<file path="src/rtl/axis_pkg.sv">
// axis_pkg: shared state encodings and saturating counter helper for AXI-Stream stages.
//   ST_PASS / ST_DROP : frame limiter states
//   sat_inc(v, w)     : v+1 clamped at 2^w-1 (w <= 32)
package axis_pkg;

    typedef enum logic {
        ST_PASS = 1'b0,
        ST_DROP = 1'b1
    } state_t;

    function automatic logic [31:0] sat_inc(input logic [31:0] v, input int unsigned w);
        logic [32:0] lim;
        lim = (33'd1 << w) - 33'd1;
        return ({1'b0, v} < lim) ? v + 32'd1 : v;
    endfunction

endpackage

</file>
<file path="src/rtl/axis_frame_len_limiter_if.sv">
// axis_frame_len_limiter_if: AXI-Stream bundle used on both sides of the frame length limiter.
//   tdata/tvalid/tlast/tuser : source -> sink
//   tready                   : sink -> source
//   master modport = source side, slave modport = sink side
interface axis_frame_len_limiter_if #(
    parameter int DATA_WIDTH = 8
);
    logic [DATA_WIDTH-1:0] tdata;
    logic                  tvalid;
    logic                  tready;
    logic                  tlast;
    logic                  tuser;

    modport master (output tdata, tvalid, tlast, tuser, input tready);
    modport slave  (input tdata, tvalid, tlast, tuser, output tready);
endinterface

</file>
<file path="src/rtl/axis_skid_reg.sv">
// axis_skid_reg: two-entry register slice (main + skid) with registered ready and full throughput.
//   clk, rst            : clock, async active-high reset
//   in_data/in_valid    : upstream payload and valid; in_ready is registered
//   out_data/out_valid  : downstream payload and valid, one cycle after the input handshake
//   out_ready           : downstream ready
module axis_skid_reg #(
    parameter int WIDTH = 8
) (
    input  logic             clk,
    input  logic             rst,
    input  logic [WIDTH-1:0] in_data,
    input  logic             in_valid,
    output logic             in_ready,
    output logic [WIDTH-1:0] out_data,
    output logic             out_valid,
    input  logic             out_ready
);
    logic [WIDTH-1:0] main_q, main_d, skid_q, skid_d;
    logic             main_valid_q, main_valid_d, skid_valid_q, skid_valid_d, ready_q;
    logic             acc, load_main;

    assign acc       = in_valid && ready_q;
    assign load_main = !main_valid_q || out_ready;
    assign in_ready  = ready_q;
    assign out_data  = main_q;
    assign out_valid = main_valid_q;

    // ready_q tracks "skid empty", so a beat can only arrive while the skid has room.
    always_comb begin
        main_d       = load_main ? (skid_valid_q ? skid_q : in_data) : main_q;
        main_valid_d = load_main ? (skid_valid_q || acc) : 1'b1;
        skid_d       = (!load_main && acc) ? in_data : skid_q;
        skid_valid_d = load_main ? 1'b0 : (skid_valid_q || acc);
    end

    always_ff @(posedge clk or posedge rst) begin
        if (rst) begin
            main_q       <= '0;
            skid_q       <= '0;
            main_valid_q <= 1'b0;
            skid_valid_q <= 1'b0;
            ready_q      <= 1'b0;
        end else begin
            main_q       <= main_d;
            skid_q       <= skid_d;
            main_valid_q <= main_valid_d;
            skid_valid_q <= skid_valid_d;
            ready_q      <= !skid_valid_d;
        end
    end
endmodule

</file>
<file path="src/rtl/axis_frame_len_limiter.sv">
// axis_frame_len_limiter: enforces MIN_LEN/MAX_LEN beats per frame, truncating and flagging bad frames.
//   clk, rst        : clock, async active-high reset
//   input_axis      : upstream AXI-Stream (slave)
//   output_axis     : downstream AXI-Stream (master); tuser marks a bad frame on its tlast beat
//   frame_len       : saturated input beat count of the last completed frame
//   frame_len_valid : one-cycle pulse when frame_len updates
//   frame_too_long  : pulse with frame_len_valid when the frame exceeded MAX_LEN
//   frame_too_short : pulse with frame_len_valid when the frame was shorter than MIN_LEN
module axis_frame_len_limiter
    import axis_pkg::*;
#(
    parameter int   DATA_WIDTH           = 8,
    parameter int   LEN_WIDTH            = 16,
    parameter int   MAX_LEN              = 16,
    parameter int   MIN_LEN              = 2,
    parameter logic USER_BAD_FRAME_VALUE = 1'b1
) (
    input  logic                    clk,
    input  logic                    rst,
    axis_frame_len_limiter_if.slave  input_axis,
    axis_frame_len_limiter_if.master output_axis,
    output logic [LEN_WIDTH-1:0]    frame_len,
    output logic                    frame_len_valid,
    output logic                    frame_too_long,
    output logic                    frame_too_short
);
    if (MIN_LEN < 1 || MIN_LEN > MAX_LEN || LEN_WIDTH > 32 ||
        longint'(MAX_LEN) >= (longint'(1) << LEN_WIDTH)) begin : g_bad_params
        $error("axis_frame_len_limiter: illegal MIN_LEN/MAX_LEN/LEN_WIDTH combination");
    end

    localparam logic [LEN_WIDTH-1:0] MAX_L = LEN_WIDTH'(MAX_LEN);
    localparam logic [LEN_WIDTH-1:0] MIN_L = LEN_WIDTH'(MIN_LEN);

    state_t                 state_q, state_d;
    logic [LEN_WIDTH-1:0]   cnt_q, cnt_d, cnt_cur, len_q, len_d;
    logic                   bad_q, bad_d, bad_cur;
    logic                   len_valid_q, len_valid_d, too_long_q, too_long_d, too_short_q, too_short_d;
    logic                   acc, trunc, fwd_bad, skid_ready;
    logic [DATA_WIDTH+1:0]  out_word;

    assign acc      = input_axis.tvalid && input_axis.tready;
    // cnt_cur / bad_cur include the beat currently on the input.
    assign cnt_cur  = LEN_WIDTH'(sat_inc(32'(cnt_q), LEN_WIDTH));
    assign bad_cur  = bad_q || input_axis.tuser;
    // Reaching MAX_LEN without tlast ends the forwarded frame here; the rest is dropped.
    assign trunc    = !input_axis.tlast && cnt_cur == MAX_L;
    assign fwd_bad  = trunc || (input_axis.tlast && (bad_cur || cnt_cur < MIN_L));

    assign input_axis.tready = (state_q == ST_DROP) || skid_ready;

    axis_skid_reg #(.WIDTH(DATA_WIDTH + 2)) u_skid (
        .clk       (clk),
        .rst       (rst),
        .in_data   ({input_axis.tdata, input_axis.tlast || trunc, fwd_bad ? USER_BAD_FRAME_VALUE : 1'b0}),
        .in_valid  (input_axis.tvalid && state_q == ST_PASS),
        .in_ready  (skid_ready),
        .out_data  (out_word),
        .out_valid (output_axis.tvalid),
        .out_ready (output_axis.tready)
    );

    assign output_axis.tdata = out_word[DATA_WIDTH+1:2];
    assign output_axis.tlast = out_word[1];
    assign output_axis.tuser = out_word[0];

    assign frame_len       = len_q;
    assign frame_len_valid = len_valid_q;
    assign frame_too_long  = too_long_q;
    assign frame_too_short = too_short_q;

    always_comb begin
        state_d     = state_q;
        cnt_d       = cnt_q;
        bad_d       = bad_q;
        len_d       = len_q;
        len_valid_d = 1'b0;
        too_long_d  = 1'b0;
        too_short_d = 1'b0;
        if (acc && input_axis.tlast) begin
            state_d     = ST_PASS;
            cnt_d       = '0;
            bad_d       = 1'b0;
            len_d       = cnt_cur;
            len_valid_d = 1'b1;
            too_long_d  = state_q == ST_DROP;
            too_short_d = state_q == ST_PASS && cnt_cur < MIN_L;
        end else if (acc) begin
            cnt_d   = cnt_cur;
            bad_d   = bad_cur;
            state_d = (state_q == ST_PASS && trunc) ? ST_DROP : state_q;
        end
    end

    always_ff @(posedge clk or posedge rst) begin
        if (rst) begin
            state_q     <= ST_PASS;
            cnt_q       <= '0;
            bad_q       <= 1'b0;
            len_q       <= '0;
            len_valid_q <= 1'b0;
            too_long_q  <= 1'b0;
            too_short_q <= 1'b0;
        end else begin
            state_q     <= state_d;
            cnt_q       <= cnt_d;
            bad_q       <= bad_d;
            len_q       <= len_d;
            len_valid_q <= len_valid_d;
            too_long_q  <= too_long_d;
            too_short_q <= too_short_d;
        end
    end
endmodule

</file>
<file path="src/flat_wrapper.sv">
// flat-port wrapper written by rule: the top's interface ports become plain ports
module axis_frame_len_limiter_flat import axis_pkg::*;
#(
    parameter int   DATA_WIDTH           = 8,
    parameter int   LEN_WIDTH            = 16,
    parameter int   MAX_LEN              = 16,
    parameter int   MIN_LEN              = 2,
    parameter logic USER_BAD_FRAME_VALUE = 1'b1
)
  (clk, rst, frame_len, frame_len_valid, frame_too_long, frame_too_short, input_axis_tdata, input_axis_tvalid, input_axis_tlast, input_axis_tuser, input_axis_tready, output_axis_tdata, output_axis_tvalid, output_axis_tlast, output_axis_tuser, output_axis_tready);
  axis_frame_len_limiter_if #(.DATA_WIDTH(DATA_WIDTH)) input_axis_i ();
  axis_frame_len_limiter_if #(.DATA_WIDTH(DATA_WIDTH)) output_axis_i ();
  input  logic clk;
  input  logic rst;
  output logic [LEN_WIDTH-1:0] frame_len;
  output logic frame_len_valid;
  output logic frame_too_long;
  output logic frame_too_short;
  input wire logic [$bits(input_axis_i.tdata)-1:0] input_axis_tdata;
  input wire logic [$bits(input_axis_i.tvalid)-1:0] input_axis_tvalid;
  input wire logic [$bits(input_axis_i.tlast)-1:0] input_axis_tlast;
  input wire logic [$bits(input_axis_i.tuser)-1:0] input_axis_tuser;
  output wire logic [$bits(input_axis_i.tready)-1:0] input_axis_tready;
  output wire logic [$bits(output_axis_i.tdata)-1:0] output_axis_tdata;
  output wire logic [$bits(output_axis_i.tvalid)-1:0] output_axis_tvalid;
  output wire logic [$bits(output_axis_i.tlast)-1:0] output_axis_tlast;
  output wire logic [$bits(output_axis_i.tuser)-1:0] output_axis_tuser;
  input wire logic [$bits(output_axis_i.tready)-1:0] output_axis_tready;
  assign input_axis_i.tdata = input_axis_tdata;
  assign input_axis_i.tvalid = input_axis_tvalid;
  assign input_axis_i.tlast = input_axis_tlast;
  assign input_axis_i.tuser = input_axis_tuser;
  assign input_axis_tready = input_axis_i.tready;
  assign output_axis_tdata = output_axis_i.tdata;
  assign output_axis_tvalid = output_axis_i.tvalid;
  assign output_axis_tlast = output_axis_i.tlast;
  assign output_axis_tuser = output_axis_i.tuser;
  assign output_axis_i.tready = output_axis_tready;
  axis_frame_len_limiter #(.DATA_WIDTH(DATA_WIDTH), .LEN_WIDTH(LEN_WIDTH), .MAX_LEN(MAX_LEN), .MIN_LEN(MIN_LEN), .USER_BAD_FRAME_VALUE(USER_BAD_FRAME_VALUE)) u_core (.clk(clk), .rst(rst), .input_axis(input_axis_i), .output_axis(output_axis_i), .frame_len(frame_len), .frame_len_valid(frame_len_valid), .frame_too_long(frame_too_long), .frame_too_short(frame_too_short));
endmodule
</file>
<file path="config.mk">
export PLATFORM = sky130hd
export DESIGN_NAME = axis_frame_len_limiter_flat
export DESIGN_NICKNAME = d
export VERILOG_FILES = /design/src/rtl/axis_pkg.sv /design/src/rtl/axis_frame_len_limiter_if.sv /design/src/rtl/axis_skid_reg.sv /design/src/rtl/axis_frame_len_limiter.sv /design/src/flat_wrapper.sv
export SDC_FILE = /design/constraint.sdc
export NUM_CORES = 1
export LEC_CHECK = 0
export BUFFER_PORTS_ARGS = -buffer_cell sky130_fd_sc_hd__buf_2
export CAP_MARGIN = 20
export CORE_UTILIZATION = 55
export DETAILED_ROUTE_END_ITERATION = 10
export PLACE_DENSITY = 0.74
export SYNTH_ARGS = -nofsm -noshare
export SYNTH_HDL_FRONTEND = slang
export SYNTH_SLANG_ARGS = --single-unit
</file>
<file path="constraint.sdc">
create_clock -name clk -period 2.6 [get_ports clk]
set_input_delay 0.26 -clock clk [delete_from_list [all_inputs] [get_ports clk]]
set_output_delay 0.26 -clock clk [all_outputs]
set_load 0.02 [all_outputs]
</file>
-- Yosys cells after proc, flatten, opt, wreduce, memory -nomap -nowiden
Index checks and enable logic that the tools add are counted.
- $lt $le $gt $ge: 2
- bitwise gates (word level): 1
- muxes and demuxes: 15
- reductions and logical operators: 23
- eq/ne operators: 1
- add/subtract/negate cells: 1
- operators by type and width (cell ; count):
    16-bit 2-to-1 mux ; 3
    16-bit by 1-bit adder with 16-bit output, second input constant ; 1
    16-bit by 5-bit == test with 1-bit output, second input constant ; 1
    16-bit < comparator, second input constant ; 1
    16-bit by 2-bit < comparator with 1-bit output, second input constant ; 1
    1-bit 2-to-1 mux ; 11
    10-bit 2-to-1 mux ; 1
    1-bit logical AND ; 9
    1-bit logical OR ; 7
    1-bit zero test ; 4
    2-bit nonzero test ; 2
    2-bit AND reduction ; 1
    1-bit inverter ; 1
- bits in registers: 60

-- Depth between registers and ports, before layout
Gate-level depths: netlist of the first run.
- depth in word-level cells: 8
- gate-level depth with buffers: 10

-- Cells and area by module
Synthesis of the first run repeated with hierarchy kept, for this count alone.
- cell total of the unflattened synthesis: 291
- area total of the unflattened synthesis: 3106.7 um2
- modules (own cells, without submodules) (module ; cells each ; area an instance (um2) ; instances ; seq. area each (um2)):
    axis_frame_len_limiter ; 228 ; 2062.0 ; 1 ; 925.9
    axis_skid_reg ; 63 ; 1044.8 ; 1 ; 575.6

-- Worst setup path after synthesis of the first run
No wires, ideal clock.
- kind: register -> register
- start point: reg u_core.cnt_q[0]
- end point: reg u_core.u_skid.main_q[0], in the netlist u_core.u_skid.out_data[0]
- library setup time: 73 ps
- cell stages (with the launch flop): 9
- path buffers: 0
- data arrival time: 2270 ps
- slack: 257 ps
- data required time: 2527 ps
- cells stage by stage: dfrtp_1 -> ha_1 -> nand3_1 -> nor4_2 -> mux2_2 -> nor3_2 -> nand4_1 -> a211o_1 -> a21oi_2
- longest elaborated chain between the ends: 8
- elaborated cells on any way between the ends: 11
- classes of those cells: add/sub (1); order compare (2); eq/ne (1); mux (3); reduce/logical (4)
- RTL lines (what ; RTL line ; source):
    from (decl) ; axis_frame_len_limiter.sv:36 ; logic [LEN_WIDTH-1:0] cnt_q, cnt_d, cnt_cur, len_q, len_d;
    from (signal assigned) ; axis_frame_len_limiter.sv:106 ; cnt_q <= cnt_d;
    16-bit by 1-bit adder with 16-bit output / 16-bit < comparator (equally long branches) ; axis_pkg.sv:14 ; return ({1'b0, v} < lim) ? v + 32'd1 : v;
    16-bit 2-to-1 mux (*) ; axis_pkg.sv:14 ;
    16-bit by 2-bit < comparator with 1-bit output ; axis_frame_len_limiter.sv:48 ; assign fwd_bad = trunc || (input_axis.tlast && (bad_cur || cnt_cur < MIN_L));
    1-bit logical OR ; axis_frame_len_limiter.sv:48 ;
    1-bit logical AND ; axis_frame_len_limiter.sv:48 ;
    1-bit logical OR (*) ; axis_frame_len_limiter.sv:48 ;
    1-bit 2-to-1 mux (*) ; axis_frame_len_limiter.sv:55 ; .in_data ({input_axis.tdata, input_axis.tlast || trunc, fwd_bad ? USER_BAD_FRAME_VALUE : 1'b0}),
    10-bit 2-to-1 mux (*) ; axis_skid_reg.sv:30 ; main_d = load_main ? (skid_valid_q ? skid_q : in_data) : main_q;
    to (signal assigned) ; axis_skid_reg.sv:44 ; main_q <= main_d;
    to (decl) ; axis_skid_reg.sv:18 ; logic [WIDTH-1:0] main_q, main_d, skid_q, skid_d;
Mark *: on every way between the ends. The rest lies on a longest branch, timed or not.
A chain may end at the register's enable or synchronous reset.

-- Final worst setup path of the first run
Same ends and word-level chain as after synthesis.

==> results of run 1 <==
-- through the flow --
step	cell area, µm²	hold slack (ps)	power [mW]
4_1_cts	3570	153	2.43
2_1_floorplan	3050	346	1.41
6_report	3590	159	2.43
3_5_place_dp	3360	346	1.55
3_3_place_gp	3360	345	1.53
5_1_grt	3590	160	2.53
-- cell type report --
| type | instances | area [µm²] |
|---|---|---|
| multi-input cells | 226 | 1430 |
| inverters | 5 | 18.8 |
| clock inverters | 5 | 77.6 |
| flip-flops and latches | 60 | 1500 |
| clock buffers | 10 | 128 |
| fillers | 413 | 1650 |
| well taps | 70 | 87.6 |
| repair buffers | 58 | 340 |
-- sequential cells by signal, summed over array words and instances, names as in the netlist --
signal                      flops
u_core.u_skid.in_ready          1
u_core.bad_q                    1
u_core.u_skid.out_valid         1
u_core.frame_too_short          1
u_core.u_skid.skid_q           10
u_core.u_skid.skid_valid_q      1
u_core.frame_len               16
u_core.cnt_q                   16
u_core.frame_too_long           1
u_core.u_skid.out_data         10
u_core.frame_len_valid          1
u_core.state_q                  1
-- synthesized netlist by cell type (all sizes together) (2+ instances only) --
cell,instances,area share [%]
xor2,5,1.4
a41oi,3,1.1
clkbuf,12,1.5
mux2,10,3.7
o31ai,6,1.5
inv,5,0.62
nand4,11,3.0
and2,4,0.82
dfrtp,60,49
a31oi,4,0.82
mux2i,11,3.6
nand2,48,5.9
nor3,4,0.98
nor3b,2,0.49
nor2b,4,0.82
o21ai,39,6.4
buf,11,2.1
o22a,2,0.57
and4,6,1.7
nor2,14,1.7
nand3,4,0.66
a21oi,16,2.7
nand2b,4,0.82
and3,8,1.6
xnor2,4,1.1
a21o,3,0.74
-- cells by family after synthesis --
kind of cell / Yosys count / synth area share (%)
AOI/OAI and AO/OA: 82 / 16.6
adders and majority gates: 1 / 0.410
and+or+nand+nor: 113 / 19.7
buffers and inverters: 28 / 4.19
muxes: 21 / 7.30
xor gates and xnor gates: 9 / 2.58
DFF: 60 / 49.2
-- report_power, final --
group          leakage (nW)  internal, mW  switching [mW]
Combinational         0.799         0.164           0.248
Clock                 0.102         0.531           0.368
Sequential            0.775          1.05          0.0722
-- layer usage --
metal | global-route usage (%) | part of all wire, % | vias to the layer above
met1 | 33.2 | 47 | 1200
met2 | 39.9 | 47 | 58
met5 | 0 | 0 | -
li1 | - | - | 1210
met3 | 3.95 | 3.8 | 13
met4 | 10.0 | 2.0 | 0
-- worst max-delay path: stages, from the launching register on --
cell and delay [ps]:
sky130_fd_sc_hd__dfrtp_2 420, sky130_fd_sc_hd__ha_2 230, sky130_fd_sc_hd__nand3_1 150, sky130_fd_sc_hd__nor4_4 290
sky130_fd_sc_hd__mux2_2 380, sky130_fd_sc_hd__nor3_2 250, sky130_fd_sc_hd__nand4_1 200, sky130_fd_sc_hd__a211o_1 310
sky130_fd_sc_hd__a21oi_2 110
-- final timing paths --
path / end / cells past startpoint
setup / recovery: u_core.u_skid.out_data[0] / 8
hold / removal: u_core.u_skid.skid_q[3] / 2
setup reg to reg: u_core.u_skid.out_data[0] / 8
hold reg to reg: u_core.frame_len[8] / 2
max in group asynchronous: u_core.cnt_q[0] / 4
min in group asynchronous: u_core.frame_len[2] / 3
-- timing repair --
| item | CTS | global route |
|---|---|---|
| endpoints found under the setup margin | 0 | 2 |
| endpoints found under the hold margin | 25 | 0 |
| resized for setup | 0 | 3 |
| hold buffers | 1 | 0 |
==> metrics list, run 1 <==
* Post-CTS Setup Bufs: 0
* Min-Delay Startpoint: input_axis_tdata[1]
* Flop-to-flop setup slack: 180 ps
- Number of standard cells in the final layout excluding fillers: 434
* Total power per unit cell area: 677 nW/µm²
* Number of max-slew violations in the final report: 0
* Ant. Diodes: 0
- Starting Density: 58.2%
* Area growth syn-to-layout: 17.6%
- By startpoint and endpoint, the worst setup path is classified as flop to flop.
- Inserted Clock Buffers: 9
* Element type at the critical path start: flop
* Register area share after synthesis: 49.2%
- Total global routing overflow: 0
* TritonCTS clock tree: built
- STA puts the critical path data arrival time at 2690 ps.
* Final setup fails: 0
- Post-DP HPWL: 4.52 mm
- Pin placement for this block handled 45 I/O pins.
- Count of mapped cells out of synthesis: 314
- In this run the worst path has a maximum fanout of 7.
- Setup crit end kind: flop
- The initialized floorplan defines 26 standard-cell rows.
- Yosys warnings: 0
- Most frequently used flop master after synthesis: sky130_fd_sc_hd__dfrtp_1
- In this run the number of H-tree levels came out at 3.
- Clock tree synthesis selected as its root buffer the cell sky130_fd_sc_hd__clkbuf_8.
* Total vias in the final route: 2,481
* Worst Tran Pin Value: 630 ps
- Cells fill 68.5% of the core in the end.
- Fraction of final layout cells with drive strength greater than 1: 25.3%
- Setup repair after global routing left no endpoint under its margin.
- For the worst-skew pair, the clock arrives at the later sink with an insertion delay of 340 ps.
- Count of routing violations after the opening detailed-route iteration: 123
- Maximum clock insertion buffer count: 2
* Flip-flop and latch count after synthesis: 60
* Largest net degree at the start of global routing: 36
- Post-Place Cells: 418
* Cell area after synthesis: 3050 µm²
- Std-Cell Core Area: 5240 µm²
- IR analysis of the VDD net gives a maximum drop of 504 µV.
* Iteration count of the initial detailed-routing pass: 4
- Final worst-path cycle share: 93.1%
- STA puts the critical path data required time at 2870 ps.
- Clk slew on worst S/H paths: 70 ps
* Total track usage: 24.7%
- Worst clock skew: 10.6 ps
- During placement, the flow inserted port buffers numbering 44.
- Most frequent cells in the layout: 59 x sky130_fd_sc_hd__dfrtp_1, 48 x sky130_fd_sc_hd__nand2_1, 44 x sky130_fd_sc_hd__buf_2
* Net count of the finished layout: 375
* Headroom to the max-slew limit: 58.0%
- Wirelength per Cell: 14.8 µm
* Via-to-Cell Ratio: 5.72
- Area of the die: 5850 µm²
- Maximum Capacitance Violations: 0
* Most frequent standard cell in the layout excluding fill and tap cells: sky130_fd_sc_hd__dfrtp_1
- Proportion of synthesized flip-flops having asynchronous set or reset: 100%
- Result of the run: finished clean
- Setup slack on the critical path of the routed design comes to 179 ps.
- In this run the vertical extent of the chip is 76.5 µm.
- Count of flip-flops with a built-in enable after synthesis: 0
- Total negative slack: 0 ps
* FMAX: 0.413 GHz
- OpenSTA, run right after detailed placement, puts the worst setup slack at 93.3 ps.
- The path class of the tightest hold or removal check is primary input to flop.
- Start point of the critical path: u_core.cnt_q[0]
* Overall die width: 76.5 µm
- The number of different library cells used by synthesis comes to 48.
* Vias in the first global route: 2,368
* Clock sink count: 60
- At the end of routability-driven placement, the weighted congestion stood at 0.963.
* Aggregate routed wire length: 6.43 mm
* Number of antenna violations at the first check in global routing: 0
* Min cycle time layout: 2420 ps
- DRC violations left: 0
- Worst R2R Start: u_core.cnt_q[0]
- The first global-routing pass estimated 11.3 mm of wire.
- Hold violation count in the final report: 0
* Synthesized area per cell: 9.71 µm²
- For this design the static power due to leakage is 1.68 nW.
- Net count after synthesis: 329
- DRT antenna net count: 0
No activity file was read; power rests on OpenSTA's default activity.
==> run 2: changes to the inputs <==
--- a/config.mk
+++ b/config.mk
@@ -5,11 +5,11 @@
 export SDC_FILE = /design/constraint.sdc
 export NUM_CORES = 1
 export LEC_CHECK = 0
-export BUFFER_PORTS_ARGS = -buffer_cell sky130_fd_sc_hd__buf_2
-export CAP_MARGIN = 20
+export ABC_AREA = 0
 export CORE_UTILIZATION = 55
 export DETAILED_ROUTE_END_ITERATION = 10
-export PLACE_DENSITY = 0.74
+export DONT_BUFFER_PORTS = 1
+export PLACE_DENSITY = 0.67
 export SYNTH_ARGS = -nofsm -noshare
 export SYNTH_HDL_FRONTEND = slang
 export SYNTH_SLANG_ARGS = --single-unit
==> metrics list, run 2 (same netlist as run 1, synthesis figures left out) <==
- The cell with the biggest individual delay on the critical path was sky130_fd_sc_hd__dfrtp_2 (unchanged).
- Clock network power share: 38.3% (was 37.0%)
* Final Worst Setup Slack: 194 ps (was 179 ps)
* Net switching share of the total power: 27.2% (was 28.3%)
* Largest net degree at the start of global routing: 25 (was 36)
- The reg-to-reg setup timing slack is 190 ps (was 180 ps).
- The via count of the first global-routing pass was 2,465 (was 2,368).
* Clock Tree Root: sky130_fd_sc_hd__clkbuf_8 (unchanged)
- The detailed router's first-iteration violation count is 140 (was 123).
* Critical path buffers and inverters: 0 (unchanged)
- The clock insertion delay at the later pin of the skew report came to 340 ps (about the same).
- Via-to-Cell Ratio: 5.82 (was 5.72)
- The clock-pin transition on the worst setup and hold timing paths was 70 ps (about the same).
* Setup repair after global routing missed its margin: no (unchanged)
* Hold violation count in the final report: 0 (unchanged)
- Type of the most critical hold path: primary input to flop (unchanged)
- Total negative slack: 0 ps (unchanged)
- The part of the power in registers was 50.3% (was 46.0%).
- Data arrival time of the critical path: 2680 ps (was 2690 ps)
- Peak supply drop: 382 µV (was 504 µV)
- Most frequent standard cell in the layout excluding fill and tap cells: sky130_fd_sc_hd__dfrtp_1 (unchanged)
- The global route total overflow is 0 (unchanged).
* Most frequent cells in the layout: 58 x sky130_fd_sc_hd__dfrtp_1, 48 x sky130_fd_sc_hd__nand2_1, 38 x sky130_fd_sc_hd__o21ai_0 (was 59 x sky130_fd_sc_hd__dfrtp_1, 48 x sky130_fd_sc_hd__nand2_1, 44 x sky130_fd_sc_hd__buf_2)
- The all-layer global routing usage came to 25.9% (was 24.7%).
* Overall die width: 76.5 µm (unchanged)
- Port buffer count: 0 (was 44)
- Die Span Y: 76.5 µm (unchanged)
- Total vias in the final route: 2,309 (was 2,481)
- The number of sinks driven by the clock tree is 60 (unchanged).
- The number of pins exceeding their max-slew limit in the final report came to 0 (unchanged).
- The switching power of the nets came to 0.648 mW (was 0.688 mW).
* Ant. Diodes: 0 (unchanged)
- Net count of the finished layout: 337 (was 375)
- Kind of critical path: flop to flop (unchanged)
* Post-Place Cells: 378 (was 418)
* Min cycle time layout: 2410 ps (was 2420 ps)
* Final setup fails: 0 (unchanged)
- The number of H-tree branching levels was 3 (unchanged).
* Starting Density: 58.2% (unchanged)
- Largest delay contributor family on the critical path: simple AND/OR/NAND/NOR gates (unchanged)
- The max-cap violation count was 0 (unchanged).
* Largest driver fanout on the critical path: 7 (unchanged)
- Worst slack after detailed placement: 112 ps (was 93.3 ps)
* I/O pin count: 45 (unchanged)
- The transition at the pin with the smallest max-transition slack was 596 ps (was 630 ps).
- Element type at the critical path start: flop (unchanged)
- Critical Path, Cell by Cell: ha_2 -> nand3_1 -> nor4_4 -> mux2_2 -> nor3_2 -> nand4_1 -> a211o_1 -> a21oi_2 (unchanged)
* Result of the run: finished clean (unchanged)
* Internal power component: 1.73 mW (was 1.74 mW)
- The delay of the slowest cell on the worst path was 420 ps (about the same).
- Std-Cell Core Area: 5240 µm² (unchanged)
- The CTS tree was built (unchanged).
- The tightest slew margin relative to the limit is 60.3% (was 58.0%).
* Worst clock skew: 6.36 ps (was 10.6 ps)
- The standby leakage power is 1.51 nW (was 1.68 nW).
- Wirelength per Cell: 16.3 µm (was 14.8 µm)
- Iteration count of the initial detailed-routing pass: 4 (unchanged)
- The first-pass GRT wire length came to 11.7 mm (was 11.3 mm).
- The highest clock rate was 0.416 GHz (was 0.413 GHz).
* Number of placement rows: 26 (unchanged)
* Core occupancy in the finished layout: 65.2% (was 68.5%)
* Total power per unit cell area: 696 nW/µm² (was 677 nW/µm²)
- The total clock buffers created by CTS was 9 (unchanged).
* Routability-driven placement congestion ratio: 0.925 (was 0.963)
- The number of routed nets with antenna violations came to 0 (unchanged).
* Post-CTS Setup Bufs: 0 (unchanged)
- Post-DP HPWL: 4.57 mm (was 4.52 mm)
- The endpoint type of the worst setup path was a flop (unchanged).
- DRC violations left: 0 (unchanged)
* Number of standard cells in the final layout excluding fillers: 397 (was 434)
* Area of the die: 5850 µm² (unchanged)
* Number of antenna violations at the first check in global routing: 0 (unchanged)
- Required time reported for the critical path endpoint: 2870 ps (about the same)
* Final worst-path cycle share: 92.5% (was 93.1%)
- The clock tree buffer depth was 2 (unchanged).
- Area growth syn-to-layout: 12.1% (was 17.6%)
* Logic gate share of total power: 11.5% (was 17.0%)
- The post-route worst hold slack is 56.5 ps (was 159 ps).
- The layout cell share with drive strength beyond 1 is 16.8% (was 25.3%).
- Aggregate routed wire length: 6.46 mm (was 6.43 mm)
-- run 2: metrics by stage --
stage	cell area, µm²	total power, mW
3_3_place_gp	3160	1.47
6_report	3420	2.38
5_1_grt	3420	2.50
2_1_floorplan	3050	1.41
4_1_cts	3400	2.40
3_5_place_dp	3160	1.48
-- run 2: per-layer routing --
layer	share of wire [%]	vias up	GRT usage, %
li1	-	1138	-
met1	45	1099	32.1
met2	48	59	41.8
met3	5.1	13	5.75
met4	2.3	0	14.4
met5	0	-	0
-- run 2: power groups by stage --
stage | combinational, mW | sequential, mW | clock, mW
finish | 0.273 | 1.20 | 0.910
global route | 0.314 | 1.22 | 0.973
CTS | 0.274 | 1.20 | 0.929
detailed placement | 0.271 | 1.21 | 0
global placement | 0.263 | 1.21 | 0
floorplan | 0.224 | 1.18 | 0
-- run 2: area by class of cell --
class                   count  area [µm²]
flip-flops and latches     60        1500
repair buffers             20         158
multi-input cells         226        1430
clock buffers              11         141
well taps                  70        87.6
clock inverters             5        75.1
fillers                   424        1820
inverters                   5        18.8
-- run 2: path summary, 6_finish.rpt --
check,cells after the start,from,to
min in group asynchronous,2,rst,u_core.frame_len[4]
worst min register to register,1,u_core.u_skid.skid_q[7],u_core.u_skid.skid_q[7]
worst max register to register,8,u_core.cnt_q[0],u_core.u_skid.out_data[0]
worst min-delay path,2,input_axis_tlast,u_core.frame_too_short
max in group asynchronous,3,rst,u_core.frame_len[13]
worst max-delay path,8,u_core.cnt_q[0],u_core.u_skid.out_data[0]
-- run 2: timing repair --
item,in CTS,in global routing
resized for setup,0,5
hold endpoints to repair,18,0
setup endpoints to repair,0,4
hold buffers,3,0
-- run 2: worst register-to-register path, cell delays in order (launching register included) --
cell and delay, ps:
sky130_fd_sc_hd__dfrtp_2 420, sky130_fd_sc_hd__ha_2 230, sky130_fd_sc_hd__nand3_1 160, sky130_fd_sc_hd__nor4_4 290, sky130_fd_sc_hd__mux2_2 370, sky130_fd_sc_hd__nor3_2 260
sky130_fd_sc_hd__nand4_1 200, sky130_fd_sc_hd__a211o_1 320, sky130_fd_sc_hd__a21oi_2 110
==> run 3: changes to the inputs <==
--- a/config.mk
+++ b/config.mk
@@ -6,10 +6,12 @@
 export NUM_CORES = 1
 export LEC_CHECK = 0
 export ABC_AREA = 0
+export CORE_ASPECT_RATIO = 0.6
 export CORE_UTILIZATION = 55
 export DETAILED_ROUTE_END_ITERATION = 10
 export DONT_BUFFER_PORTS = 1
 export PLACE_DENSITY = 0.67
+export RECOVER_POWER = 100
 export SYNTH_ARGS = -nofsm -noshare
 export SYNTH_HDL_FRONTEND = slang
 export SYNTH_SLANG_ARGS = --single-unit
==> metrics list, run 3 (same netlist as run 1, synthesis figures left out) <==
- The capture instance of the worst register-to-register path is u_core.u_skid.out_data[0] (unchanged).
- The final weighted congestion in routability-driven placement is 0.993 (was 0.925).
- Vias in the first global route: 2,259 (was 2,465)
- DRT antenna net count: 0 (unchanged)
* Total power per unit cell area: 708 nW/µm² (was 696 nW/µm²)
- The max-cap violation count came to 0 (unchanged).
* TritonCTS clock tree: built (unchanged)
- The first-pass GRT wire length is 11.8 mm (was 11.7 mm).
* Number of max-slew violations in the final report: 0 (unchanged)
- Iteration count of the initial detailed-routing pass: 8 (was 4)
* Count of routing violations after the opening detailed-route iteration: 234 (was 140)
- Critical Path, Cell by Cell: ha_2 -> nand3_1 -> nor4_4 -> mux2_2 -> nor3_4 -> nand4_1 -> a211o_1 -> a21oi_2 (was ha_2 -> nand3_1 -> nor4_4 -> mux2_2 -> nor3_2 -> nand4_1 -> a211o_1 -> a21oi_2).
* Worst clock skew: 8.27 ps (was 6.36 ps)
- Std-Cell Core Area: 5200 µm² (was 5240 µm²)
- Setup repair after global routing missed its margin: no (unchanged).
- The effective utilization at floorplan was 58.6% (was 58.2%).
- The clock tree buffer depth is 2 (unchanged).
* FMAX: 0.412 GHz (was 0.416 GHz)
* Most frequent standard cell in the layout excluding fill and tap cells: sky130_fd_sc_hd__dfrtp_1 (unchanged)
- DRC violations left: 6 (was 0)
* I/O pin count: 45 (unchanged)
- Post-DP HPWL: 5.21 mm (was 4.57 mm)
- Final setup fails: 0 (unchanged)
- Post-CTS Setup Bufs: 0 (unchanged)
- Total vias in the final route: 2,421 (was 2,309)
- The standby leakage power is 1.50 nW (was 1.51 nW).
- Number of H-tree branching levels: 3 (unchanged)
- Final worst-path cycle share: 93.3% (was 92.5%)
- Worst hold endpoint: u_core.frame_too_short (unchanged)
- The startpoint kind of the worst setup timing path was a flop (unchanged).
- The transition at the pin with the smallest max-transition slack was 1340 ps (was 596 ps).
- The aggregate routed wire length came to 7.37 mm (was 6.46 mm).
- Required time reported for the critical path endpoint: 2880 ps (was 2870 ps)
* Data arrival time of the critical path: 2700 ps (was 2680 ps)
* Largest driver fanout on the critical path: 6 (was 7)
- The clock-pin transition on the worst setup and hold timing paths is 70 ps (about the same).
- The number of standard-cell rows in the floorplan came to 20 (was 26).
- Overall die width: 98.1 µm (was 76.5 µm)
- The total count of hold-check failures in the final report is 0 (unchanged).
- The largest net degree at the start of global routing was 36 (was 25).
- Result of the run: finished, violations left (was finished clean)
* Final Instance Area: 3420 µm² (about the same)
- Setup crit end kind: flop (unchanged)
- Total track usage: 27.2% (was 25.9%)
* Source-to-sink clock delay at the later pin of the worst-skew pair: 350 ps (was 340 ps)
- The depth of the worst register-to-register path was 8 (unchanged).
- The number of buffer and inverter instances along the worst setup path came to 0 (unchanged).
- Total global routing overflow: 0 (unchanged)
- The die footprint was 5860 µm² (was 5850 µm²).
- The tightest slew margin relative to the limit is 10.7% (was 60.3%).
- The checks that failed: design-rule violations.
- The quantity of I/O buffers inserted on ports was 0 (unchanged).
- The antenna diode instance count was 0 (unchanged).
- The family of cells with the greatest summed delay on the critical path is simple AND/OR/NAND/NOR gates (unchanged).
- The reg-to-reg setup timing slack is 170 ps (was 190 ps).
- Most frequent cells in the layout: 59 x sky130_fd_sc_hd__dfrtp_1, 48 x sky130_fd_sc_hd__nand2_1, 38 x sky130_fd_sc_hd__o21ai_0 (was 58 x sky130_fd_sc_hd__dfrtp_1, 48 x sky130_fd_sc_hd__nand2_1, 38 x sky130_fd_sc_hd__o21ai_0).
- The worst hold path cell count came to 2 (unchanged).
- Fraction of final layout cells with drive strength greater than 1: 14.5% (was 16.8%)
- The number of sinks driven by the clock tree is 60 (unchanged).
* Type of the most critical hold path: primary input to flop (unchanged)
- Min-Delay Startpoint: input_axis_tlast (unchanged)
- The total negative setup slack was 0 ps (unchanged).
- Delay contributed by the slowest stage of the critical path: 410 ps (was 420 ps)
- Peak supply drop: 525 µV (was 382 µV)
- The reg-to-reg startpoint is u_core.cnt_q[1] (was u_core.cnt_q[0]).
- Clock Tree Root: sky130_fd_sc_hd__clkbuf_8 (unchanged)
* Cell with the largest stage delay on the worst path: sky130_fd_sc_hd__dfrtp_2 (unchanged)
- Wirelength per Cell: 18.6 µm (was 16.3 µm)
- Area growth syn-to-layout: 12.2% (was 12.1%)
* Die Span Y: 59.7 µm (was 76.5 µm)
- Inserted Clock Buffers: 9 (unchanged)
- The shortest period the worst path allows is 2430 ps (was 2410 ps).
- The area after detailed placement was 3170 µm² (was 3160 µm²).
* Power, Total: 2.42 mW (was 2.38 mW)
* Kind of critical path: flop to flop (unchanged)
* Via-to-Cell Ratio: 6.11 (was 5.82)
- Net count of the finished layout: 340 (was 337)
* Number of antenna violations at the first check in global routing: 0 (unchanged)
## run 3: cell count changes in the layout (fill, tap and decap cells not counted), sizes merged
| cell | before | now |
|---|---|---|
| clkinv | 3 | 1 |
| clkinvlp | 0 | 3 |
| buf | 17 | 13 |
| clkbuf | 11 | 17 |
## run 3: area by class of cell
| class | instances | area [µm²] |
|---|---|---|
| clock buffer | 10 | 138 |
| inverter | 5 | 18.8 |
| clock inverter | 6 | 87.6 |
| fill | 440 | 1780 |
| tap | 66 | 82.6 |
| multi-input combinational | 226 | 1440 |
| timing repair buffer | 23 | 154 |
| sequential | 60 | 1500 |
## run 3: report_power, final
part / internal (mW) / switching (mW)
registers: 1.05 / 0.149
logic: 0.122 / 0.158
clock network: 0.563 / 0.385
total: 1.73 / 0.691
## run 3: how the worst max path moves through the flow
stage                     from                   endpoint  slack [ps]  cells after the start
4_1_cts        u_core.cnt_q[1]  u_core.u_skid.out_data[0]          60                      8
5_1_grt        u_core.cnt_q[1]  u_core.u_skid.out_data[0]          40                      8
3_3_place_gp   u_core.cnt_q[1]  u_core.u_skid.out_data[0]         210                      8
6_report       u_core.cnt_q[1]  u_core.u_skid.out_data[0]         170                      8
3_5_place_dp   u_core.cnt_q[1]  u_core.u_skid.out_data[0]          90                      8
2_1_floorplan  u_core.cnt_q[0]  u_core.u_skid.out_data[0]         260                      8
## run 3: repair_timing
action / 4_1_cts / 5_1_grt
resized for setup: 0 / 5
endpoints found under the setup margin: 0 / 4
hold buffers: 3 / 0
endpoints found under the hold margin: 34 / 0
## run 3: metal layers
metal	vias to the layer above	part of all wire [%]	GRT usage (%)
li1	1144	-	-
met1	1167	51	40.8
met2	102	39	37.0
met3	8	9.0	8.54
met4	0	1.0	8.66
met5	-	0	0
## run 3: metrics by stage
step           setup WS (ps)  util (%)  std cells  hold WS, ps
2_1_floorplan            257         -        314          346
3_3_place_gp             212      61.0        377          308
3_5_place_dp            91.9      61.0        377          310
4_1_cts                 64.6      65.9        396         36.4
5_1_grt                 43.9      65.7        396         33.7
6_report                 174      65.7        396         46.3
